==> src/rtl/spr_diff_window.sv <==
// spr_diff_window: 3-tap line window emitting signed centre-previous and centre-next pixel differences.
// Ports: clk, rst_n (synchronous, active-low); in_valid/in_ready/in_pix/in_sol/in_eol is the input pixel
//   stream; out_valid/out_ready/out_pix/curr_prev_diff/curr_next_diff/out_sol/out_eol is the registered
//   window sample; line_err pulses one cycle after a protocol violation is accepted.
// Define SPR_EDGE_ZERO_EN to zero-pad missing edge neighbours; by default they are replicated.
module spr_diff_window #(
    parameter int PIX_W = 12
) (
    input  logic             clk,
    input  logic             rst_n,
    input  logic             in_valid,
    output logic             in_ready,
    input  logic [PIX_W-1:0] in_pix,
    input  logic             in_sol,
    input  logic             in_eol,
    output logic             out_valid,
    input  logic             out_ready,
    output logic [PIX_W-1:0] out_pix,
    output logic [PIX_W:0]   curr_prev_diff,
    output logic [PIX_W:0]   curr_next_diff,
    output logic             out_sol,
    output logic             out_eol,
    output logic             line_err
);
    localparam logic [1:0] IDLE = 2'd0, ACTIVE = 2'd1, FLUSH = 2'd2;

    logic [1:0]       state;
    logic [PIX_W-1:0] prev_r, curr_r, next_pix, edge_start, edge_end;
    logic             first_r, slot_free, acc, start, emit, flush_go;

`ifdef SPR_EDGE_ZERO_EN
    assign edge_start = '0;
    assign edge_end   = '0;
`else
    assign edge_start = in_pix;
    assign edge_end   = curr_r;
`endif

    assign slot_free = !out_valid || out_ready;
    assign in_ready  = (state != FLUSH) && slot_free;
    assign acc       = in_valid && in_ready;
    // A sol pixel always starts a fresh line, discarding any held window.
    assign start     = acc && in_sol;
    assign flush_go  = (state == FLUSH) && slot_free;
    assign emit      = (acc && !in_sol && state == ACTIVE) || flush_go;
    // Flush has no incoming neighbour, so the right edge substitutes for it.
    assign next_pix  = flush_go ? edge_end : in_pix;

    always_ff @(posedge clk) begin
        if (!rst_n) begin
            state          <= IDLE;
            prev_r         <= '0;
            curr_r         <= '0;
            first_r        <= 1'b0;
            out_valid      <= 1'b0;
            out_pix        <= '0;
            curr_prev_diff <= '0;
            curr_next_diff <= '0;
            out_sol        <= 1'b0;
            out_eol        <= 1'b0;
            line_err       <= 1'b0;
        end else begin
            line_err <= acc && (in_sol ? state == ACTIVE : state == IDLE);
            if (out_valid && out_ready)
                out_valid <= 1'b0;
            if (emit) begin
                out_valid      <= 1'b1;
                out_pix        <= curr_r;
                curr_prev_diff <= {1'b0, curr_r} - {1'b0, prev_r};
                curr_next_diff <= {1'b0, curr_r} - {1'b0, next_pix};
                out_sol        <= first_r;
                out_eol        <= flush_go;
            end
            if (start) begin
                curr_r  <= in_pix;
                prev_r  <= edge_start;
                first_r <= 1'b1;
                state   <= in_eol ? FLUSH : ACTIVE;
            end else if (emit && !flush_go) begin
                prev_r  <= curr_r;
                curr_r  <= in_pix;
                first_r <= 1'b0;
                state   <= in_eol ? FLUSH : ACTIVE;
            end else if (flush_go) begin
                state <= IDLE;
            end
        end
    end
endmodule

==> config.mk <==
export PLATFORM = sky130hd
export DESIGN_NAME = spr_diff_window
export DESIGN_NICKNAME = d
export VERILOG_FILES = /design/src/rtl/spr_diff_window.sv
export SDC_FILE = /design/constraint.sdc
export NUM_CORES = 1
export LEC_CHECK = 0
export CAP_MARGIN = 20
export CORE_MARGIN = 5
export CORE_UTILIZATION = 45
export DETAILED_ROUTE_END_ITERATION = 8
export PLACE_DENSITY = 0.67
export SYNTH_ARGS = -nofsm -noshare
export SYNTH_HDL_FRONTEND = slang
export SYNTH_SLANG_ARGS = --single-unit
==> constraint.sdc <==
create_clock -name clk -period 7.6 [get_ports clk]
set_input_delay 1.9 -clock clk [delete_from_list [all_inputs] [get_ports clk]]
set_output_delay 1.9 -clock clk [all_outputs]
set_load 0.01 [all_outputs]
# Word-level counts from Yosys, hierarchy flattened
# Index checks and enable logic that the tools add are counted.
[totals]
in_bits = 18
reg_bits = 69
[classes]
reduce_logical = 18
n_addsub = 2
mux = 14
eq_ne = 3
[op_table]
columns = ["cell", "n"]
rows = [
  ["two-way mux 12 bit", 5],
  ["subtractor 12 x 12 -> 13 bit", 2],
  ["logical AND 1 bit", 9],
  ["two-way mux 2 bit", 4],
  ["two-way mux 1 bit", 5],
  ["nonzero test 2 bit", 2],
  ["zero test 1 bit", 3],
  ["nonzero test 3 bit", 1],
  ["== test 2 x 1 -> 1 bit (second input constant)", 1],
  ["== test 2 bit (second input constant)", 1],
  ["zero test 2 bit", 1],
  ["logical OR 1 bit", 2],
  ["!= test 2 bit (second input constant)", 1],
]

# Longest topological paths before layout
# Gate-level depths: netlist of run 1.
[logic_depth]
word_depth = 10
mapped_depth = 14
depth_no_buf = 12

# Worst setup path before layout of run 1
# No wires, ideal clock.
[synth_path]
kind = "input-to-reg"
from = "input out_ready"
to = "register curr_next_diff[10]"
required_time_ps = 7505
path_stages = 14
slack_ps = 3045
setup_time_ps = 95
arrival_time_ps = 4460
path_cell_list = "nand2b_1 -> buf_2 -> nand2_1 -> buf_2 -> nand2_1 -> o21ai_0 -> ha_1 -> inv_1 -> fa_1 -> a211oi_1 -> nor2_1 -> o2111ai_1 -> or3b_1 -> o311ai_1"
[synth_between]
elab_chain_len = 6
[synth_rtl]
columns = ["element", "line", "text"]
rows = [
  ["start: declaration", "17", "input logic out_ready,"],
  ["logical OR 1 bit (*)", "39", "assign slot_free = !out_valid || out_ready;"],
  ["branches (longest 5 deep; another with subtractor 12 x 12 -> 13 bit)", "-", ""],
  ["end signal: assignment", "70", "curr_next_diff <= {1'b0, curr_r} - {1'b0, next_pix};"],
  ["end: declaration", "20", "output logic [PIX_W:0] curr_next_diff,"],
]
# Mark *: on every way between the ends.
# A chain may end at the register's enable or synchronous reset.

# Final worst setup path of run 1
[layout_path]
from = "input out_ready"
to = "output in_ready"
[layout_between]
elab_chain_len = 2
[layout_rtl]
columns = ["element", "line", "text"]
rows = [
  ["logical OR 1 bit", "39", ""],
  ["logical AND 1 bit", "40", "assign in_ready = (state != FLUSH) && slot_free;"],
  ["end: declaration", "12", "output logic in_ready,"],
]
# Every way passes these cells.

==> results of run 1 <==
-- report_power, final --
part	leakage, nW	internal (mW)	total [mW]	switching (mW)
combinational	1.36	0.107	0.235	0.128
clock	0.119	0.226	0.375	0.148
sequential	0.563	0.385	0.404	0.0184
total	2.04	0.719	1.01	0.294
-- synthesized netlist by cell type (all sizes together), types with 5 or more instances --
library cell | n | area share, %
nor2b | 8 | 1.3
ha | 24 | 7.5
nor2 | 10 | 0.94
mux2i | 10 | 2.5
o21a | 9 | 1.9
a21oi | 20 | 2.5
dfxtp | 69 | 35
nand3 | 36 | 4.5
o211a | 17 | 4.3
nor3 | 6 | 0.75
a21o | 5 | 0.94
o21ai | 24 | 3.3
nor3b | 6 | 1.1
inv | 16 | 1.5
o211ai | 5 | 0.94
clkbuf | 10 | 0.97
buf | 17 | 2.4
o311ai | 5 | 1.1
nand2 | 91 | 8.7
a21boi | 34 | 6.4
-- metal layers --
layer / global-route usage (%) / up-vias
li1: - / 1794
met2: 28.10 / 88
met5: 0 / -
met1: 24.44 / 1631
met4: 5.180 / 0
met3: 4.904 / 10
-- cells in the final DEF (no fill, tap or decap), types with 4 or more instances in the layout --
master and count:
nor3b_1 6, nor2_1 10, a21boi_0 22, clkdlybuf4s50_1 59, mux2i_1 10, dfxtp_1 69, nand3b_1 4, ha_1 24
inv_1 16, o211a_1 17, a21oi_1 20, nand2_1 89, a211oi_1 4, a21boi_1 12, clkbuf_8 10, a21o_1 5
o211ai_1 5, nand3_1 36, o21a_1 8, nor3_1 6, o21ai_0 23, nor2b_1 8
-- cells by family after synthesis --
logic type | count (synthesis) | synth area share [%]
flops | 69 | 34.66
buf+inv | 43 | 4.898
fa+ha+maj | 26 | 8.540
simple gates | 178 | 21.95
mux | 10 | 2.512
compound gates | 141 | 26.34
xor+xnor | 5 | 1.099
-- worst min-delay path: cells and delay by family, from the launching register on --
family	cells	cell delay [ns]
flip-flops	1	0.31
AO/OA/AOI/OAI	1	0.05
AND/OR/NAND/NOR	1	0.05
-- sequential cells by signal, indices dropped and copies added, names as in the netlist --
name / flops
curr_next_diff: 13
first_r: 1
curr_r: 12
curr_prev_diff: 13
state: 2
out_pix: 12
prev_r: 12
line_err: 1
out_sol: 1
out_eol: 1
out_valid: 1
-- cell type report --
cell class	count	area share, %
tap	108	2.790
timing repair buffer	62	12.61
multi-input combinational	360	49.73
sequential	69	28.52
clock inverter	6	2.273
clock buffer	10	2.842
inverter	16	1.240
-- metrics by stage --
step | utilization, % | power (mW) | cell area (sq um) | hold WS, ns
after floorplan | - | 0.5708 | 3985 | 0.4412
after global placement | 52.96 | 0.6408 | 4596 | 0.4417
after detailed placement | 52.96 | 0.6453 | 4596 | 0.4473
after CTS | 55.81 | 1.020 | 4843 | 0.4578
after global routing | 55.81 | 1.070 | 4843 | 0.4742
final | 55.81 | 1.013 | 4843 | 0.4544
-- final timing paths --
path                            cells past startpoint                  to       start  slack [ns]
worst min-delay path                                2          out_pix[2]  out_pix[2]        0.45
worst max register to register                     11  curr_next_diff[10]   out_valid        3.76
worst max-delay path                                5            in_ready   out_ready        1.91
worst min register to register                      2          out_pix[2]  out_pix[2]        0.45
==> flow_summary.yaml, run 1 <==
sta:
  fin_crit_sh_pct: 74.87
  max_freq_mhz: 175.8
  max_slew_margin_pct: 49.31
  setup_viol: 0
  worst_pin_slew_ns: 0.7603
  hold_violations: 0
  grt_setup_unrepaired: "no"
  drv_slew: 0
  worst_slack_ns: 1.910
  fin_skew_ns: 0.008058
  period_needed_ns: 5.690
  tns_ns: 0
logic_synthesis:
  avgSynthCellArea_sq_um: 8.443
  synth.net_count: 516
  async_flop_share_pct: 0
  netlist_area_sq_um: 3985
  synth_cell_types: 57
  synth_edf_count: 0
  ys_ff_latch: 69
  yosys_warnings: 0
  synth_cells: 472
  ys.flop_type: "dfxtp_1"
  synth_seq_area_share_pct: 34.66
worst_setup_path:
  crit_path_frequent_cell: "clkdlybuf4s50_1"
  crit_chain: "clkdlybuf4s50_1, nand2b_1, inv_1, nor2_1, clkdlybuf4s50_1"
  cp_slowest_cell: "nand2b_1"
  crit_buf_inv: 3
  critical-path-top-delay-family: "buffers and inverters"
  crit_path_end_kind: "primary output"
  max_stage_delay_ns: 0.59
  critPathArrivalTime_ns: 3.79
  critPathMaxFanout: 16
  critical_path_class: "in2out"
  crit_required_ns: 5.70
  crit_path_start_kind: "input pin"
die:
  boundaryPins: 61
  die_w_um: 104.1
  num_rows: 34
  start_util_pct: 45.92
  core_sq_um: 8678
  die_h_um: 104.1
  die-area_sq_um: 10840
global_routing:
  antenna_found_initial: 0
  gr-usage-all-layers_pct: 18.04
  grt_max_degree: 87
  grt_pass1_wl_mm: 16.24
  grt_pass1_vias: 3240
  grt_overflow: 0
place:
  pre_cts_ws_ns: 1.675
  place.gp.congestion: 0.8185
  dp_hpwl_mm: 6.772
  place_inst: 615
  port_buffers: 60
clock_network:
  cts_tree: "yes"
  ctsResizeCount: 0
  cts_made_buffers: 9
  postCtsSetupBuffers: 0
  cts.sinks: 69
  worstSkewPairLatency_ns: 0.36
  htree_num_levels: 3
  path_clk_slew_ns: 0.07
  ctsRootBufferMaster: "clkbuf_8"
  ctsLongestPathBuffers: 2
  hold_buffers: 0
drt:
  wl_met2_mm: 4.494
  vias_per_cell: 5.583
  dr.pass1.iters: 5
  drc: 0
  drt_iter0_drc: 140
  drt-met1-wl_mm: 4.718
  wl_met3_um: 468
  antenna_left: 0
  wl_per_cell_um: 15.55
  top_layer: "met4"
  wl_mm: 9.809
  vias: 3523
run_status:
  status: "finished, final reports clean"
cells_and_area:
  final_layout_size_suffix_gt1_share_pct: 5.354
  syn_to_final_growth_pct: 21.54
  final.fill_count: 804
  area.sequential_sq_um: 1381
  layout.nets: 562
  multi_input_area_sq_um: 2409
  n_antenna_cell: 0
  instances_no_fill: 631
min_path:
  hold_path.class: "reg2reg"
power_and_ir_drop:
  p_leak_nw: 2.037
  peakVddDrop_v: 0.0001043
  power_density_nw_per_um2: 209.1
run:
  cap_violations: 0
Note: power is estimated with default switching activity, not from simulation.
==> inputs of run 2 (changes only) <==
==> constraint.sdc (replaced) <==
create_clock -name clk -period 5.8 [get_ports clk]
set_input_delay 1.45 -clock clk [delete_from_list [all_inputs] [get_ports clk]]
set_output_delay 1.45 -clock clk [all_outputs]
set_load 0.01 [all_outputs]
==> run 2 against run 1 <==
Net effect:
- via count grew 0.37%
- critical path depth is 1 higher
- utilization down 0.087 points
- sequential cell count did not move
- die area unchanged
- clock power is 20% higher
- sequential share of layout area about the same
- power up 27%
- register-to-register slack got worse by 1.3 ns
- routed wire length shrank 0.46%
- largest power group unchanged
- highest routed layer unchanged
==> flow_summary.yaml, run 2 (same netlist as run 1, synthesis figures left out) <==
clock_network:
  hold_buffers: 0
  ctsLongestPathBuffers: 2
  cts_tree: "yes"
  postCtsSetupBuffers: 0
  worstSkewPairLatency_ns: 0.35
  ctsRootBufferMaster: "clkbuf_8"
  path_clk_slew_ns: 0.07
  cts.sinks: 69
  ctsResizeCount: 0
  htree_num_levels: 3
  cts_made_buffers: 9
sta:
  worst_slack_ns: 1.348
  worst_pin_slew_ns: 0.7446
  max_slew_margin_pct: 50.17
  period_needed_ns: 4.452
  setup_viol: 0
  timing.hold.ws_ns: 0.4515
  max_freq_mhz: 224.6
  fin_skew_ns: 0.01027
  fin_crit_sh_pct: 76.76
  grt_setup_unrepaired: "no"
  hold_violations: 0
  drv_slew: 0
  tns_ns: 0
power_and_ir_drop:
  power.switching_uw: 377.1
  p_total_mw: 1.288
  p_seq_share_pct: 41.1
  p_int_uw: 910.4
  p_leak_nw: 2.043
  p_clk_share_pct: 35.0
  peakVddDrop_v: 0.0001315
  p_sw_share_pct: 29.29
  power.share.combinational_pct: 23.9
  power_density_nw_per_um2: 266.2
drt:
  wl_per_cell_um: 15.42
  vias: 3536
  drc: 0
  wl_mm: 9.764
  drt_iter0_drc: 126
  antenna_left: 0
  dr.pass1.iters: 4
  vias_per_cell: 5.586
worst_setup_path:
  critPathMaxFanout: 16
  critPathArrivalTime_ns: 3.00
  crit_path_end_kind: "primary output"
  crit_path_start_kind: "input pin"
  crit_required_ns: 4.35
  critical_path_class: "in2out"
place:
  dp_hpwl_mm: 6.863
  place_inst: 617
  port_buffers: 60
  place_area_sq_um: 4611
  place.gp.congestion: 0.8342
  pre_cts_ws_ns: 1.172
global_routing:
  grt_pass1_wl_mm: 16.38
  use_met2_pct: 28.42
  antenna_found_initial: 0
  use_met1_pct: 23.97
  grt_pass1_vias: 3408
  gr-usage-all-layers_pct: 17.95
  grt.busiest_layer: "met2"
  grt_overflow: 0
  grt_max_degree: 47
  grt_use_met3_pct: 3.166
cells_and_area:
  final_layout_size_suffix_gt1_share_pct: 5.524
  syn_to_final_growth_pct: 21.35
  instances_no_fill: 633
  largest_registers: "curr_next_diff (13), curr_prev_diff (13)"
  final.fill_count: 814
  final_cell_mix: "89 x nand2_1, 69 x dfxtp_1, 59 x clkdlybuf4s50_1"
  layout.nets: 564
  final_core_util_pct: 55.72
  n_antenna_cell: 0
  finalInstanceArea_sq_um: 4836
  final_common_cell: "nand2_1"
run_status:
  status: "finished, final reports clean"
run:
  cap_violations: 0
die:
  die_h_um: 104.1
  num_rows: 34
  die_w_um: 104.1
  die-area_sq_um: 10840
  core_sq_um: 8678
  start_util_pct: 45.92
  boundaryPins: 61
min_path:
  hold_path.class: "reg2reg"
## run 2: area by class of cell
type	instances	area, sq um	area share, %
inverter	16	60.06	1.242
sequential	69	1381	28.56
clock buffer	12	155.1	3.208
timing repair buffer	64	625.6	12.94
multi-input combinational	360	2409	49.81
clock inverter	4	70.07	1.449
tap	108	135.1	2.794
## run 2: power groups by stage
stage	Sequential (mW)	Combinational [mW]	Clock, mW
global placement	0.539	0.302	0
floorplan	0.542	0.206	0
CTS	0.529	0.308	0.465
finish	0.529	0.308	0.451
detailed placement	0.540	0.305	0
global route	0.533	0.343	0.484
## run 2: critical path, stage by stage
cell	delay (ns)
clkdlybuf4s50_1	0.45
nand2b_1	0.09
buf_4	0.23
inv_1	0.08
nor2_1	0.14
clkdlybuf4s50_1	0.55
## run 2: per-layer routing
layer  part of all wire, %  vias to the layer above
li1                      -                     1801
met1                    49                     1644
met2                    45                       77
met3                   3.6                       14
met4                   2.0                        0
met5                     0                        -
## run 2: path summary, 6_finish.rpt
kind,from,cells past startpoint,to,slack (ns)
worst max-delay path,out_ready,6,in_ready,1.35
worst min-delay path,out_pix[3],2,out_pix[3],0.45
worst max register to register,state[1],12,curr_next_diff[10],2.48
worst min register to register,out_pix[3],2,out_pix[3],0.45
